**src/rtl/spi_responder.sv**
```systemverilog
// spi_responder: SPI mode-0 responder that turns serial frames into
// register-bus accesses. The first byte of a frame is a command
// (bit 7 = write, bits 6:0 = start address). Each following byte is
// either write data or a dummy byte clocked out against prefetched read
// data. The address auto-increments and wraps at 7'h7F.
// Everything runs on clk_i. SPI pins are oversampled through synchronizers.
module spi_responder #(
  parameter int SyncStages = 2,
  parameter int DataWidth  = 8
) (
  input  logic                 clk_i,
  input  logic                 reset_i,
  input  logic                 spi_clk_i,
  input  logic                 spi_cs_n_i,
  input  logic                 spi_mosi_i,
  output logic                 spi_miso_o,
  output logic [6:0]           reg_addr_o,
  output logic [DataWidth-1:0] reg_wdata_o,
  output logic                 reg_we_o,
  output logic                 reg_re_o,
  input  logic [DataWidth-1:0] reg_rdata_i,
  output logic                 busy_o
);

  localparam int              CntW    = (DataWidth > 1) ? $clog2(DataWidth) : 1;
  localparam logic [CntW-1:0] LastBit = CntW'(DataWidth - 1);

  typedef enum logic [1:0] {
    ST_IDLE = 2'd0,
    ST_CMD  = 2'd1,
    ST_DATA = 2'd2
  } state_e;

  // Synchronizer chains and edge history
  logic [SyncStages-1:0] sclk_sync_q, sclk_sync_d;
  logic [SyncStages-1:0] cs_sync_q, cs_sync_d;
  logic [SyncStages-1:0] mosi_sync_q, mosi_sync_d;
  logic                  sclk_prev_q, sclk_prev_d;
  logic                  cs_prev_q, cs_prev_d;
  // primed/armed: ignore the CS "fall" produced when the preset-high chain
  // first fills with a low CS that was already low during reset
  logic                  primed_q, primed_d;
  logic                  armed_q, armed_d;

  // Protocol state
  state_e                state_q, state_d;
  logic [CntW-1:0]       bit_cnt_q, bit_cnt_d;
  logic [DataWidth-1:0]  shift_q, shift_d;
  logic                  is_write_q, is_write_d;
  logic [6:0]            addr_q, addr_d;
  logic [DataWidth-1:0]  wdata_q, wdata_d;
  logic                  we_pend_q, we_pend_d;
  logic                  we_q, we_d;
  logic                  re_q, re_d;
  logic                  capture_q, capture_d;
  logic [DataWidth-1:0]  tx_buf_q, tx_buf_d;
  logic                  load_pend_q, load_pend_d;
  logic [DataWidth-1:0]  miso_sh_q, miso_sh_d;
  logic                  busy_q, busy_d;

  // Combinational helpers
  logic                  sclk_s, cs_s, mosi_s;
  logic                  sclk_rise_s, sclk_fall_s, cs_fall_s;
  logic [DataWidth-1:0]  shift_next_s;
  logic                  byte_done_s;

  // Synchronize SPI pins, detect SCLK/CS edges, and arm after reset
  always_comb begin
    sclk_sync_d = {sclk_sync_q[SyncStages-2:0], spi_clk_i};
    cs_sync_d   = {cs_sync_q[SyncStages-2:0], spi_cs_n_i};
    mosi_sync_d = {mosi_sync_q[SyncStages-2:0], spi_mosi_i};
    sclk_s      = sclk_sync_q[SyncStages-1];
    cs_s        = cs_sync_q[SyncStages-1];
    mosi_s      = mosi_sync_q[SyncStages-1];
    sclk_prev_d = sclk_s;
    cs_prev_d   = cs_s;
    sclk_rise_s = sclk_s & ~sclk_prev_q;
    sclk_fall_s = ~sclk_s & sclk_prev_q;
    cs_fall_s   = ~cs_s & cs_prev_q;
    primed_d    = 1'b1;
    armed_d     = armed_q | (primed_q & cs_sync_q[0]);
  end

  // Next-state logic: frame decoding, strobe pipeline, and MISO shifting
  always_comb begin
    state_d      = state_q;
    bit_cnt_d    = bit_cnt_q;
    shift_d      = shift_q;
    is_write_d   = is_write_q;
    wdata_d      = wdata_q;
    tx_buf_d     = tx_buf_q;
    load_pend_d  = load_pend_q;
    miso_sh_d    = miso_sh_q;
    shift_next_s = {shift_q[DataWidth-2:0], mosi_s};
    byte_done_s  = (bit_cnt_q == LastBit);

    // Strobe pipeline keeps running after CS rises, so a completed byte
    // still gets its strobe
    we_pend_d = 1'b0;
    we_d      = we_pend_q;
    re_d      = 1'b0;
    capture_d = re_q;

    if (we_q || capture_q) begin
      addr_d = addr_q + 7'd1;
    end else begin
      addr_d = addr_q;
    end

    if (capture_q) begin
      tx_buf_d = reg_rdata_i;
    end else begin
      tx_buf_d = tx_buf_q;
    end

    case (state_q)
      ST_IDLE: begin
        miso_sh_d   = '0;
        load_pend_d = 1'b0;
        if (cs_fall_s && armed_q) begin
          state_d   = ST_CMD;
          bit_cnt_d = '0;
        end else begin
          state_d   = ST_IDLE;
        end
      end

      ST_CMD: begin
        miso_sh_d = '0;
        if (cs_s) begin
          state_d = ST_IDLE;
        end else if (sclk_rise_s) begin
          shift_d = shift_next_s;
          if (byte_done_s) begin
            bit_cnt_d   = '0;
            state_d     = ST_DATA;
            is_write_d  = shift_next_s[DataWidth-1];
            addr_d      = shift_next_s[DataWidth-2 -: 7];
            re_d        = ~shift_next_s[DataWidth-1];
            load_pend_d = ~shift_next_s[DataWidth-1];
          end else begin
            bit_cnt_d = bit_cnt_q + CntW'(1);
          end
        end else begin
          state_d = ST_CMD;
        end
      end

      ST_DATA: begin
        if (cs_s) begin
          // Partial byte is simply dropped; no strobe is raised for it
          state_d = ST_IDLE;
        end else if (sclk_rise_s) begin
          shift_d = shift_next_s;
          if (byte_done_s) begin
            bit_cnt_d = '0;
            if (is_write_q) begin
              wdata_d   = shift_next_s;
              we_pend_d = 1'b1;
            end else begin
              re_d        = 1'b1;
              load_pend_d = 1'b1;
            end
          end else begin
            bit_cnt_d = bit_cnt_q + CntW'(1);
          end
        end else if (sclk_fall_s) begin
          if (is_write_q) begin
            miso_sh_d = '0;
          end else if (load_pend_q) begin
            miso_sh_d   = tx_buf_q;
            load_pend_d = 1'b0;
          end else begin
            miso_sh_d = {miso_sh_q[DataWidth-2:0], 1'b0};
          end
        end else begin
          state_d = ST_DATA;
        end
      end

      default: begin
        state_d   = ST_IDLE;
        miso_sh_d = '0;
      end
    endcase

    busy_d = (state_d != ST_IDLE);
  end

  // State and data registers; reset aborts everything in flight
  always_ff @(posedge clk_i or posedge reset_i) begin
    if (reset_i) begin
      sclk_sync_q <= '0;
      cs_sync_q   <= '1;
      mosi_sync_q <= '0;
      sclk_prev_q <= 1'b0;
      cs_prev_q   <= 1'b1;
      primed_q    <= 1'b0;
      armed_q     <= 1'b0;
      state_q     <= ST_IDLE;
      bit_cnt_q   <= '0;
      shift_q     <= '0;
      is_write_q  <= 1'b0;
      addr_q      <= 7'd0;
      wdata_q     <= '0;
      we_pend_q   <= 1'b0;
      we_q        <= 1'b0;
      re_q        <= 1'b0;
      capture_q   <= 1'b0;
      tx_buf_q    <= '0;
      load_pend_q <= 1'b0;
      miso_sh_q   <= '0;
      busy_q      <= 1'b0;
    end else begin
      sclk_sync_q <= sclk_sync_d;
      cs_sync_q   <= cs_sync_d;
      mosi_sync_q <= mosi_sync_d;
      sclk_prev_q <= sclk_prev_d;
      cs_prev_q   <= cs_prev_d;
      primed_q    <= primed_d;
      armed_q     <= armed_d;
      state_q     <= state_d;
      bit_cnt_q   <= bit_cnt_d;
      shift_q     <= shift_d;
      is_write_q  <= is_write_d;
      addr_q      <= addr_d;
      wdata_q     <= wdata_d;
      we_pend_q   <= we_pend_d;
      we_q        <= we_d;
      re_q        <= re_d;
      capture_q   <= capture_d;
      tx_buf_q    <= tx_buf_d;
      load_pend_q <= load_pend_d;
      miso_sh_q   <= miso_sh_d;
      busy_q      <= busy_d;
    end
  end

  assign spi_miso_o  = miso_sh_q[DataWidth-1];
  assign reg_addr_o  = addr_q;
  assign reg_wdata_o = wdata_q;
  assign reg_we_o    = we_q;
  assign reg_re_o    = re_q;
  assign busy_o      = busy_q;

endmodule
```
**config.mk**
```make
export PLATFORM = sky130hd
export DESIGN_NAME = spi_responder
export DESIGN_NICKNAME = d
export VERILOG_FILES = /design/src/rtl/spi_responder.sv
export SDC_FILE = /design/constraint.sdc
export NUM_CORES = 1
export LEC_CHECK = 0
export ABC_AREA = 0
export BUFFER_PORTS_ARGS = -buffer_cell sky130_fd_sc_hd__buf_2
export CORE_UTILIZATION = 47
export CTS_BUF_LIST = sky130_fd_sc_hd__clkbuf_8
export CTS_CLUSTER_SIZE = 25
export DETAILED_ROUTE_END_ITERATION = 12
export GPL_TIMING_DRIVEN = 0
export PLACE_DENSITY = 0.74
export SLEW_MARGIN = 20
export SYNTH_ARGS = -nofsm -noshare
export SYNTH_HDL_FRONTEND = slang
export SYNTH_SLANG_ARGS = --single-unit
```
**constraint.sdc**
```tcl
create_clock -name clk_i -period 3 [get_ports clk_i]
set_clock_uncertainty 0.15 [all_clocks]
set_input_delay 0.45 -clock clk_i [delete_from_list [all_inputs] [get_ports clk_i]]
set_output_delay 0.45 -clock clk_i [all_outputs]
set_load 0.02 [all_outputs]
```
==> summary.txt <==
Logic synthesis
  – Top cell type's share of synthesized area: 0.535
  – Post-synth ARST share: 1.00
  – Syn_nets: between 200 and 250
  – Post-synth top area cell: dfrtp_1
  – Seq/Total Area, Yosys: 0.565
  – EDFF count, synth: 0
  – Post-synthesis cell type count: 38
  – Synthesized netlist cell count: about 210
  – Largest family of logic cells by synthesized area: multiplexers
  – Area contributors post-synth: dfrtp_1, mux2_2, mux2_4, ha_1, mux2i_1
  – Syn Area/Cell: roughly 13 um^2
  – Synthesis warning total: 0
  – Post-Synth XOR/XNOR Area: 0.0197
  – Compound-gate portion of the synthesized area: 0.0746
  – Simple-gate share of the synthesized area: 0.0751
  – Multiplexer share of the synthesized area: 0.189
  – Synthesized area: between 0.002 and 0.003 mm^2
  – Post-Synth Adder-Cell Area: 0.0423
  – Main synth FF type: dfrtp_1
  – #FFs+latches synth: 60

Global route
  – GRT Resource Usage Total: 0.170
  – First-pass GRT wire length: around 7600 um
  – Gr ovfl total: 0
  – GRT busiest layer: met2
  – Met3 GRT Util: 0.0619
  – Largest net degree at the start of global routing: slightly above 60
  – GRT met2 Usage: 0.251
  – Met1 Use GR: 0.219
  – Vias in the first global route: 1664
  – Antenna violations before repair: 0

Outcome
  – Status: complete, no violations

Floorplan
  – Number of cell rows: 27
  – Core area: about 0.0055 mm^2
  – Die ar.: 0.00598 mm^2
  – Initial Util: 0.487
  – I/O pin total: 32
  – Die Ht: about 77 um
  – Die span in x: just under 80 um

Placed design
  – Port Buffers: 31
  – RePlAce Congestion: around 0.73
  – Setup Slack @ Placement: 929 ps
  – Dpl hpwl: ~3000 um
  – Cells after DPL: 310

Worst setup path
  – Slowest stage delay, CP: 390 ps
  – Setup slack, reg-to-reg: about 880 ps
  – Setup CP Type: flop to flop
  – Critical-path cell list: inv_1, ha_1, buf_2, o21ai_0, o31ai_1, nor4_1, mux2_2
  – R2r worst-path depth: 7
  – Reg2reg start: state_q[0]
  – Worst path arrival time: around 2200 ps
  – Startpoint types: flop
  – Crit end category: flop
  – CP max-delay cell: dfrtp_1
  – Max FO, Critical Path: 10
  – Reg-to-reg endpoint: load_pend_q
  – Critical Path RT: between 3000 and 4000 ps

Job
  – Max-cap violation count: 0

STA
  – Hold Vio Cnt, Final: 0
  – Max Slew Vio Count: 0
  – Slew Limit Headroom: 0.529
  – Crit path time final: 2120 ps
  – Final setup violation count: 0
  – RSZ-0062 raised after global routing: no
  – Max frequency: 472 MHz
  – Final TNS setup: 0 ps
  – Worst-margin pin slew: 706 ps
  – Period utilization: 0.707
  – Worst setup margin: around 880 ps

Final layout
  – Final cell count without fillers: 326
  – Ant diodes: 0
  – Layout cells sized above 1: 0.378
  – Area delta synth->final: 16.0%
  – Final Net Count: roughly 270
  – Fill cells: between 400 and 500

Route
  – ANT nets after route: 0
  – Initial DRC count: 36
  – DRC viols: 0
  – Drt wl/cell: ~13 um
  – Vias/cell: approximately 5.1
  – Drt first pass iters: 4
  – DRT Wirelength: 4370 um
  – Via count: between 1500 and 2000

Clock network
  – Cts hold-fix bufs: 0
  – Setup Buffers After CTS: 0
  – Post_cts resized: 0
  – Root Buffer: clkbuf_8
  – Clock buffer depth: 2
  – Worst-path clk slew: approximately 70 ps
  – CTS buffer count: 9
  – Latest clock arrival within the worst-skew pair: between 300 and 400 ps
  – Clock sink count: 60
  – CTS tree: yes
  – # H-tree levels: 3

Min path
  – Cells on Worst Hold Path: 1
  – Worst Hold Class: input pin to flop
  – Hold endpoint: cs_sync_q[0]
  – Hold Startpoint: spi_cs_n_i

Power
  – Total Power: about 0.0016 W
  – Leakage: roughly 1.6 nW
  – PwrDens: between 500 and 600 mW/mm^2
  – Worst VDD drop: around 0.00025 V
synth_stat cells (2+ instances only):
master	number
dfrtp_1	57
mux2_2	26
nor2_1	21
a21oi_1	10
ha_1	9
mux2i_1	9
nand2_1	9
inv_1	8
mux2_4	8
buf_2	5
o21ai_0	4
xor2_1	4
dfstp_2	3
nand3_1	3
a21o_1	2
buf_6	2
nand2b_1	2
nand3b_1	2
o2111ai_1	2
o21a_1	2
xnor2_1	2
critical path: cells and delay by family, from the launching register on:
kind | cells | cell delay, ps
AOI/OAI and AO/OA | 2 | 330
adders and majority gates | 1 | 220
buffers and inverters | 2 | 270
DFF | 1 | 390
muxes | 1 | 370
and+or+nand+nor | 1 | 270
sequential cells by signal, indices dropped and copies added, names as in the netlist, 2 cells and up:
name         cells
state_q          2
bit_cnt_q        3
sclk_sync_q      2
miso_sh_q        8
reg_wdata_o      8
reg_addr_o       7
mosi_sync_q      2
shift_q          7
tx_buf_q         8
cs_sync_q        2
layout make-up:
type,instances,area [um^2],share of cell area
clock buffers,9,124,0.0401
clock inverters,7,53.8,0.0174
inverters,8,32.5,0.0105
repair buffers,31,155,0.0502
multi-input cells,130,1070,0.347
plain buffers,9,58.8,0.0190
flip-flops and latches,60,1510,0.487
well taps,72,90.1,0.0291
worst max-delay path by stage:
stage | startpoint | endpoint | slack (ps) | cells past startpoint
2_1_floorplan | reset_i | armed_q | 920 | 1
3_3_place_gp | reset_i | primed_q | 240 | 2
3_5_place_dp | state_q[1] | bit_cnt_q[0] | 930 | 6
4_1_cts | state_q[1] | bit_cnt_q[0] | 920 | 6
5_1_grt | state_q[0] | load_pend_q | 760 | 7
6_report | state_q[0] | load_pend_q | 880 | 7
metal layers:
metal / part of all wire / vias up
met3: 0.044 / 10
met4: 0.021 / 0
met1: 0.47 / 821
li1: - / 797
met2: 0.47 / 35
met5: 0 / -
layout by cell type, fill, tap and decap left out, types with 2 or more instances in the layout:
cell type   instances
nand3_1             3
mux2i_1             9
dfstp_2             3
nand2b_1            2
o2111ai_1           2
nand2_1             9
inv_1               7
ha_1                9
buf_6               2
nor2_1             21
o21a_1              2
clkinv_4            3
nand3b_1            2
o21ai_0             4
xor2_1              4
a21o_1              2
clkbuf_8            9
mux2_2             26
dfrtp_1            57
buf_2              36
clkinvlp_4          3
mux2_4              8
xnor2_1             2
a21oi_1            10
logic make-up after synthesis:
family / Yosys count
AO/OA/AOI/OAI: 28
multiplexers: 43
XOR/XNOR: 6
adder cells (fa/ha/maj): 9
flip-flops: 60
buffers and inverters: 17
other: 1
AND/OR/NAND/NOR: 43
per-stage QoR:
stage | hold slack (ps) | instance area [um^2] | util
final | 54.4 | 3090 | 0.565
after global routing | 36.1 | 3090 | 0.565
after CTS | 40.6 | 3090 | 0.565
after floorplan | 181 | 2670 | -
after detailed placement | 186 | 2910 | 0.532
after global placement | 182 | 2910 | 0.532
where the power goes:
group | leakage, nW | total (W) | switching [W] | internal, W
sequential | 0.804 | 0.000857 | 0.0000209 | 0.000836
combinational | 0.678 | 0.0000954 | 0.0000539 | 0.0000415
clock | 0.0814 | 0.000631 | 0.000331 | 0.000301
total | 1.56 | 0.00158 | 0.000405 | 0.00118
Note: power is estimated with default switching activity, not from simulation.
